File: config.mk
export PLATFORM = sky130hd
export DESIGN_NAME = apb_slave_regfile
export DESIGN_NICKNAME = d
export VERILOG_FILES = /design/src/rtl/apb_slave_regfile.sv
export SDC_FILE = /design/constraint.sdc
export NUM_CORES = 2
export LEC_CHECK = 0
export BUFFER_PORTS_ARGS = -buffer_cell sky130_fd_sc_hd__buf_2
export CORE_MARGIN = 8
export CORE_UTILIZATION = 55
export CTS_CLUSTER_DIAMETER = 120
export CTS_CLUSTER_SIZE = 28
export DETAILED_ROUTE_END_ITERATION = 7
export PLACE_DENSITY = 0.71
export SYNTH_ARGS = -nofsm -noshare
export SYNTH_HDL_FRONTEND = slang
export SYNTH_SLANG_ARGS = --single-unit
File: constraint.sdc
create_clock -name PCLK -period 6.3 [get_ports PCLK]
set_clock_uncertainty 0.2 [all_clocks]
set_input_delay 1.89 -clock PCLK [delete_from_list [all_inputs] [get_ports PCLK]]
set_output_delay 1.89 -clock PCLK [all_outputs]
set_load 0.05 [all_outputs]
File: src/rtl/apb_slave_regfile.sv
// apb_slave_regfile
// APB slave that fronts a 64 x 32-bit register file. It supports byte-lane write
// strobes and registered PRDATA/PREADY/PSLVERR. Address, control, data and strobes
// are captured when a transfer enters SETUP, so bus changes during ACCESS have no
// effect on the transfer.
//
// Build option:
//   APB_SLAVE_WAIT_EN  defined   -> each transfer inserts WAIT_CYCLES low-PREADY ACCESS
//                                   cycles, counted by a small down-counter.
//                      undefined -> no counter is built, WAIT_CYCLES is ignored, and
//                                   PREADY is high in the first ACCESS cycle.

module apb_slave_regfile #(
    parameter int unsigned WAIT_CYCLES = 2
) (
    input  logic        PCLK,
    input  logic        PRESET_n,
    input  logic        PSELx,
    input  logic        PENABLE,
    input  logic        PWRITE,
    input  logic [7:0]  PADDR,
    input  logic [31:0] PWDATA,
    input  logic [3:0]  PSTRB,
    output logic [31:0] PRDATA,
    output logic        PREADY,
    output logic        PSLVERR
);

    typedef enum logic [1:0] {
        ST_IDLE   = 2'd0,
        ST_SETUP  = 2'd1,
        ST_ACCESS = 2'd2
    } state_e;

    state_e      state_q;

    // Transfer attributes captured when entering SETUP
    logic [5:0]  idx_q;
    logic        write_q;
    logic        err_q;
    logic [31:0] wdata_q;
    logic [3:0]  strb_q;

    // Registered bus outputs
    logic [31:0] prdata_q;
    logic        pready_q;
    logic        pslverr_q;

`ifdef APB_SLAVE_WAIT_EN
    logic [3:0]  wait_cnt_q;
`endif

    // Combinational helpers
    logic        err_d;
    logic        wr_en_d;
    logic [31:0] rd_data_d;
    logic [31:0] rd_word [64];

    // An error is a misaligned address, or a read that carries write strobes
    assign err_d = (PADDR[1:0] != 2'b00) || (!PWRITE && (PSTRB != 4'h0));

    // Memory updates only on the completing edge of a clean write
    assign wr_en_d = (state_q == ST_ACCESS) && pready_q && PSELx && PENABLE
                     && write_q && !err_q;

    // Read data is presented only for clean reads and is zero in all other cases
    assign rd_data_d = (write_q || err_q) ? 32'h0 : rd_word[idx_q];

    // Register file: one word register per address, byte-lane merged on write
    genvar gi;
    genvar gj;
    generate
        for (gi = 0; gi < 64; gi++) begin : g_word
            logic [31:0] word_q;
            logic [31:0] word_d;

            for (gj = 0; gj < 4; gj++) begin : g_lane
                assign word_d[8*gj +: 8] = strb_q[gj] ? wdata_q[8*gj +: 8]
                                                      : word_q[8*gj +: 8];
            end

            // Word storage, cleared by reset and written at transfer completion
            always_ff @(posedge PCLK or negedge PRESET_n) begin
                if (!PRESET_n) begin
                    word_q <= 32'h0;
                end else if (wr_en_d && (idx_q == 6'(gi))) begin
                    word_q <= word_d;
                end
            end

            assign rd_word[gi] = word_q;
        end
    endgenerate

    // Transfer FSM with the registered PREADY/PSLVERR/PRDATA outputs
    always_ff @(posedge PCLK or negedge PRESET_n) begin
        if (!PRESET_n) begin
            state_q    <= ST_IDLE;
            idx_q      <= 6'h0;
            write_q    <= 1'b0;
            err_q      <= 1'b0;
            wdata_q    <= 32'h0;
            strb_q     <= 4'h0;
            prdata_q   <= 32'h0;
            pready_q   <= 1'b0;
            pslverr_q  <= 1'b0;
`ifdef APB_SLAVE_WAIT_EN
            wait_cnt_q <= 4'h0;
`endif
        end else begin
            case (state_q)
                ST_IDLE: begin
                    pready_q  <= 1'b0;
                    pslverr_q <= 1'b0;
                    prdata_q  <= 32'h0;
                    // A setup phase on the bus starts a transfer. This is also the
                    // back-to-back path: completion returns here, and the next setup
                    // phase is picked up on the following edge without a bubble.
                    if (PSELx && !PENABLE) begin
                        state_q <= ST_SETUP;
                        idx_q   <= PADDR[7:2];
                        write_q <= PWRITE;
                        err_q   <= err_d;
                        wdata_q <= PWDATA;
                        strb_q  <= PSTRB;
                    end
                end

                ST_SETUP: begin
                    state_q <= ST_ACCESS;
`ifdef APB_SLAVE_WAIT_EN
                    wait_cnt_q <= 4'(WAIT_CYCLES);
                    if (WAIT_CYCLES == 0) begin
                        pready_q  <= 1'b1;
                        pslverr_q <= err_q;
                        prdata_q  <= rd_data_d;
                    end
`else
                    pready_q  <= 1'b1;
                    pslverr_q <= err_q;
                    prdata_q  <= rd_data_d;
`endif
                end

                ST_ACCESS: begin
                    if (!PSELx) begin
                        // The requester withdrew: abort without writing
                        state_q   <= ST_IDLE;
                        pready_q  <= 1'b0;
                        pslverr_q <= 1'b0;
                        prdata_q  <= 32'h0;
`ifdef APB_SLAVE_WAIT_EN
                        wait_cnt_q <= 4'h0;
`endif
                    end else if (pready_q) begin
                        // Completion: the write lands in the word registers on this edge
                        if (PENABLE) begin
                            state_q   <= ST_IDLE;
                            pready_q  <= 1'b0;
                            pslverr_q <= 1'b0;
                            prdata_q  <= 32'h0;
                        end
                    end
`ifdef APB_SLAVE_WAIT_EN
                    else begin
                        // Wait state: PREADY rises on the edge where the count reaches zero
                        wait_cnt_q <= wait_cnt_q - 4'h1;
                        if (wait_cnt_q == 4'h1) begin
                            pready_q  <= 1'b1;
                            pslverr_q <= err_q;
                            prdata_q  <= rd_data_d;
                        end
                    end
`endif
                end

                default: begin
                    state_q   <= ST_IDLE;
                    pready_q  <= 1'b0;
                    pslverr_q <= 1'b0;
                    prdata_q  <= 32'h0;
                end
            endcase
        end
    end

    assign PRDATA  = prdata_q;
    assign PREADY  = pready_q;
    assign PSLVERR = pslverr_q;

endmodule
Word-level counts from Yosys, hierarchy flattened
Cells that the tools add are included.
{ "word_totals": {"output_inout_bits": 34, "elab_cells": 695, "ff_bits": 2128, "in_bits": 49} }
{ "op_classes": {"n_lt_le_gt_ge": 1, "bitwise_logic": 1, "mux": 21, "n_eq_ne": 68, "reduce_logical": 339} }
{ "op_table": {"columns": ["op", "n"], "rows": [
  ["AND reduction 2 bit", 258],
  ["binary-select mux 32 bit (select 6 bit)", 1],
  ["equality test 6 bit (second input constant)", 32],
  ["two-way mux 32 bit", 6],
  ["equality test 6 x 5 -> 1 bit (second input constant)", 16],
  ["logical AND 1 bit", 71],
  ["one-hot mux 32 bit (2 select lines)", 1],
  ["equality test 6 x 4 -> 1 bit (second input constant)", 8],
  ["equality test 6 x 3 -> 1 bit (second input constant)", 4],
  ["equality test 6 x 2 -> 1 bit (second input constant)", 2],
  ["two-way mux 2 bit", 4],
  ["greater-or-equal comparator 7 bit (second input constant)", 1],
  ["NOT 6 -> 7 bit", 1],
  ["equality test 6 x 1 -> 1 bit (second input constant)", 1],
  ["logical NOT 6 bit", 1],
  ["two-way mux 1 bit", 6],
  ["inequality test 3 bit (second input constant)", 2],
  ["one-hot mux 2 bit (3 select lines)", 1],
  ["one-hot mux 1 bit (2 select lines)", 2],
  ["nonzero test 4 bit", 1],
  ["logical NOT 1 bit", 3],
  ["AND reduction 3 bit", 1],
  ["equality test 2 x 1 -> 1 bit (second input constant)", 1],
  ["equality test 2 bit (second input constant)", 1],
  ["4 further kinds", 5]
]} }

Depth between registers and ports, before layout
{ "depth": {"depth_word": 8, "mapped_depth": 10} }

Least setup slack after synthesis
Ideal clock, no wire load.
{ "synth_timing": {"kind": "input port to flip-flop", "startpoint": "input port PSELx", "endpoint": "register g_word[16].word_q[10]", "required_time_ns": 5.975, "stages": 7, "setup_ns": 0.125, "slack_ns": 2.361, "arrival_time_ns": 3.614, "cell_sequence": "nand3_1 -> or3_1 -> or2_2 -> buf_4 -> buf_6 -> nor2_8 -> mux2_2"} }
{ "synth_between": {"elab_chain_cells": 6} }
{ "synth_lines": {"columns": ["item", "line_no", "rtl"], "rows": [
  ["from (decl)", "18", "input logic PSELx,"],
  ["logical AND 1 bit (2 in a row)", "63", "assign wr_en_d = (state_q == ST_ACCESS) && pready_q && PSELx && PENABLE"],
  ["logical AND 1 bit (2 in a row)", "64", "&& write_q && !err_q;"],
  ["logical AND 1 bit", "86", "end else if (wr_en_d && (idx_q == 6'(gi))) begin"],
  ["AND reduction 2 bit (no source line)", null, null],
  ["to (signal assigned)", "87", "word_q <= word_d;"],
  ["to (decl)", "74", "logic [31:0] word_q;"]
]} }
Every way passes these cells.
A chain may end at the register's enable or synchronous reset.

Worst setup path in the final report
{ "layout_timing": {"startpoint": "input port PSELx", "endpoint": "register g_word[60].word_q[9]"} }
{ "layout_between": {"elab_chain_cells": 6} }
{ "layout_lines": {"columns": ["item", "line_no"], "rows": [
  ["logical AND 1 bit (2 in a row)", "63"],
  ["logical AND 1 bit (2 in a row)", "64"],
  ["logical AND 1 bit", "86"],
  ["AND reduction 2 bit (no source line)", null],
  ["to (signal assigned)", "87"],
  ["to (decl)", "74"]
]} }
Every way passes these cells.

==> run metrics <==
outcome finished clean; top cells by count, synth 2128 x dfrtp_1, 2018 x mux2_2, 576 x mux2i_1; most frequent cell after synthesis dfrtp_1; PwrDens 296 mW/mm^2; CTS tree yes; leakage 0.0503 uW; Starting Density 55.4%; FF+latch count, synth 2128; DR vias/cell 6.32; Worst EP required 6.74 ns; all-layer global routing usage 25.4%; fin area 0.101 mm^2; R2R depth 5; worst-path maximum fanout 13; total setup buffers inserted after CTS 0; clock sinks 2128; Post-CTS Hold Buffers 0; pin count of the biggest net entering global routing 149; worst skew pair latency 0.76 ns; Area contributors post-synth dfrtp_1 55%, mux2_2 24%, mux2i_1 6.0%, mux4_2 6.0%, clkbuf_1 1.3%; top-area cell type share of the netlist area 55.2%; WL per Instance 27.4 um; DP HPWL 154000 um; DR vias 55400; Die Span Y 435 um; Reg clk slew, reported paths 0.11 ns; vias in the first global route 57900; H-Tree Level Count 3; main combinational cell family by area after synthesis multiplexers; Final Hold Viols 0; Max Root-Sink Buffers 3; area of the core 0.174 mm^2; reg-to-reg critical path endpoint g_word[27].word_q[3]; Placer Congestion 0.840; Setup-failing EPs final 0; Hold Path Class flip-flop to flip-flop; first-pass GRT wire length 372000 um; crit path launch type input pin; initial DRC count 4524; Fillers 13600; synthesized-area fraction occupied by adder cells 0.0389%; Slew Viols, Final 0; # IOs 83; layout cell share with drive strength beyond 1 42.2%; R2R Setup Slk 2.19 ns; max_cap viols 0; Final nets 6478; DRC violations left 0; final critical-path share of the clock period 66.2%; Post-synth EDFFs 0; die area 0.189 mm^2; # port buffers 82; Rel. slew slack 17.9%; Layout area overhead 5.20%; Root Buffer clkbuf_16; min Tclk post-route 4.17 ns; placed cell area 0.0991 mm^2; RR Startpoint idx_q[0]; antenna-violating nets left 0; Hold Path End g_word[22].word_q[17]; Synth Area in Compound Gates 2.90%; Max Fclk 240 MHz; Mean Syn Cell Area 14.6 um^2; top_reg_cell synth dfrtp_1; Post-Synth XOR/XNOR Area 0%; Fin Setup TNS 0 ns; syn nets 6675; crit end category flip-flop; YS warnings 0; clock buffer count from CTS 86; maximum vdd drop 0.323 mV; Synth Area in Simple Gates 3.24%; Hold WS 0.298 ns; multiplexer share of the synthesized area 36.4%; Crit Path Class input pin to flip-flop; initial antenna violation count 2; WP data arrival 4.61 ns; Hold Crit Start g_word[22].word_q[17]; sequential-to-total area share from yosys stat 55.2%; Worst-Margin Slew 1.23 ns; # rows 153; Netlist cell types 42; DRT Wirelength 241000 um; RSZ-0062 raised after global routing false; die span in x 435 um; Resized Gates After CTS 0; GRT Residual Overflow 0; post-synth top area cell dfrtp_1; Cell Area, Synth 0.0964 mm^2; post-synthesis cell count 6623; WHS Path Cells 1; drt pass-1 iters 5; Async S/R FF share, synth 100%
[critical path: stages]
cell and delay [ns]:
buf_2 0.12, nand3_1 0.11, nor3_1 0.41, nand3_2 0.79, buf_4 0.47, nor2_2 0.39
mux2_2 0.39
[sequential cells by signal (all words and copies together), names as in the netlist]
name and flops:
PSLVERR 1, write_q 1, g_word.word_q 2048, PREADY 1, wdata_q 32, PRDATA 32
err_q 1, idx_q 6, strb_q 4, state_q 2
[kinds of logic (layout without fill, tap and decap cells)]
logic type | count (synthesis) | after routing
AOI/OAI and AO/OA | 454 | 454
adders and majority gates | 3 | 3
buffers and inverters | 499 | 323
DFF | 2128 | 2128
muxes | 2924 | 2924
other | 0 | 2
and+or+nand+nor | 615 | 615
[cell usage in the layout, fill, tap and decap left out, types with 10 or more instances in the layout]
cell type	synthesis	final
nor2_1	55	52
buf_4	8	106
or4_1	36	32
nor4_1	33	33
dfrtp_1	2128	2093
mux4_2	256	256
nand2_1	298	298
nor2_2	38	38
nand2_2	20	20
a22oi_1	128	128
nor2_8	10	10
a21oi_1	130	129
mux2i_1	576	576
clkbuf_1	340	14
mux2_1	74	74
o22ai_1	160	160
nand3_1	77	76
o21ai_0	34	34
buf_2	114	81
dfrtp_2	0	32
mux2_2	2018	2018
buf_12	0	25
nand3_2	10	11
clkbuf_16	0	87
[routing by layer]
layer | track usage [%] | up-vias | part of all wire (%)
met2 | 41.6 | 1165 | 48
met4 | 6.91 | 0 | 3.0
li1 | - | 23900 | -
met5 | 0 | - | 0
met1 | 36.2 | 30100 | 44
met3 | 3.38 | 302 | 4.5
[per-stage QoR]
step / total power (uW) / instances / worst slack, ns / utilization (%)
after floorplan: 20200 / 6623 / 2.36 / -
after CTS: 30300 / 8772 / 2.17 / 58.3
after global placement: 23500 / 8663 / 1.45 / 56.9
after global routing: 31200 / 8772 / 2.06 / 58.3
final: 30100 / 8774 / 2.13 / 58.3
after detailed placement: 23600 / 8663 / 1.36 / 56.9
[cell type report]
| cell class | count | area (um^2) | area share, % |
|---|---|---|---|
| Antenna cell | 2 | 5.00 | 0.00494 |
| Clock buffer | 101 | 2230 | 2.20 |
| Timing Repair Buffer | 212 | 1700 | 1.68 |
| Clock inverter | 8 | 80.1 | 0.0790 |
| Sequential cell | 2128 | 53300 | 52.6 |
| Inverter | 2 | 7.51 | 0.00740 |
| Multi-Input combinational cell | 3996 | 41200 | 40.6 |
| Tap cell | 2325 | 2910 | 2.87 |
[where the power goes]
part	internal [uW]	switching, uW	total, uW
Combinational	2450	6150	8600
Clock	2560	4210	6760
Sequential	13800	847	14700
[worst max-delay path by stage]
stage                       endpoint  depth (start not counted)  startpoint
6_report        g_word[60].word_q[9]                          7       PSELx
5_1_grt                   PRDATA[24]                          7    idx_q[0]
4_1_cts        g_word[60].word_q[15]                          7       PSELx
3_5_place_dp    g_word[60].word_q[9]                          7       PSELx
3_3_place_gp   g_word[23].word_q[18]                          7       PSELx
2_1_floorplan  g_word[16].word_q[10]                          7       PSELx
Power figures use the tool's default switching activity.
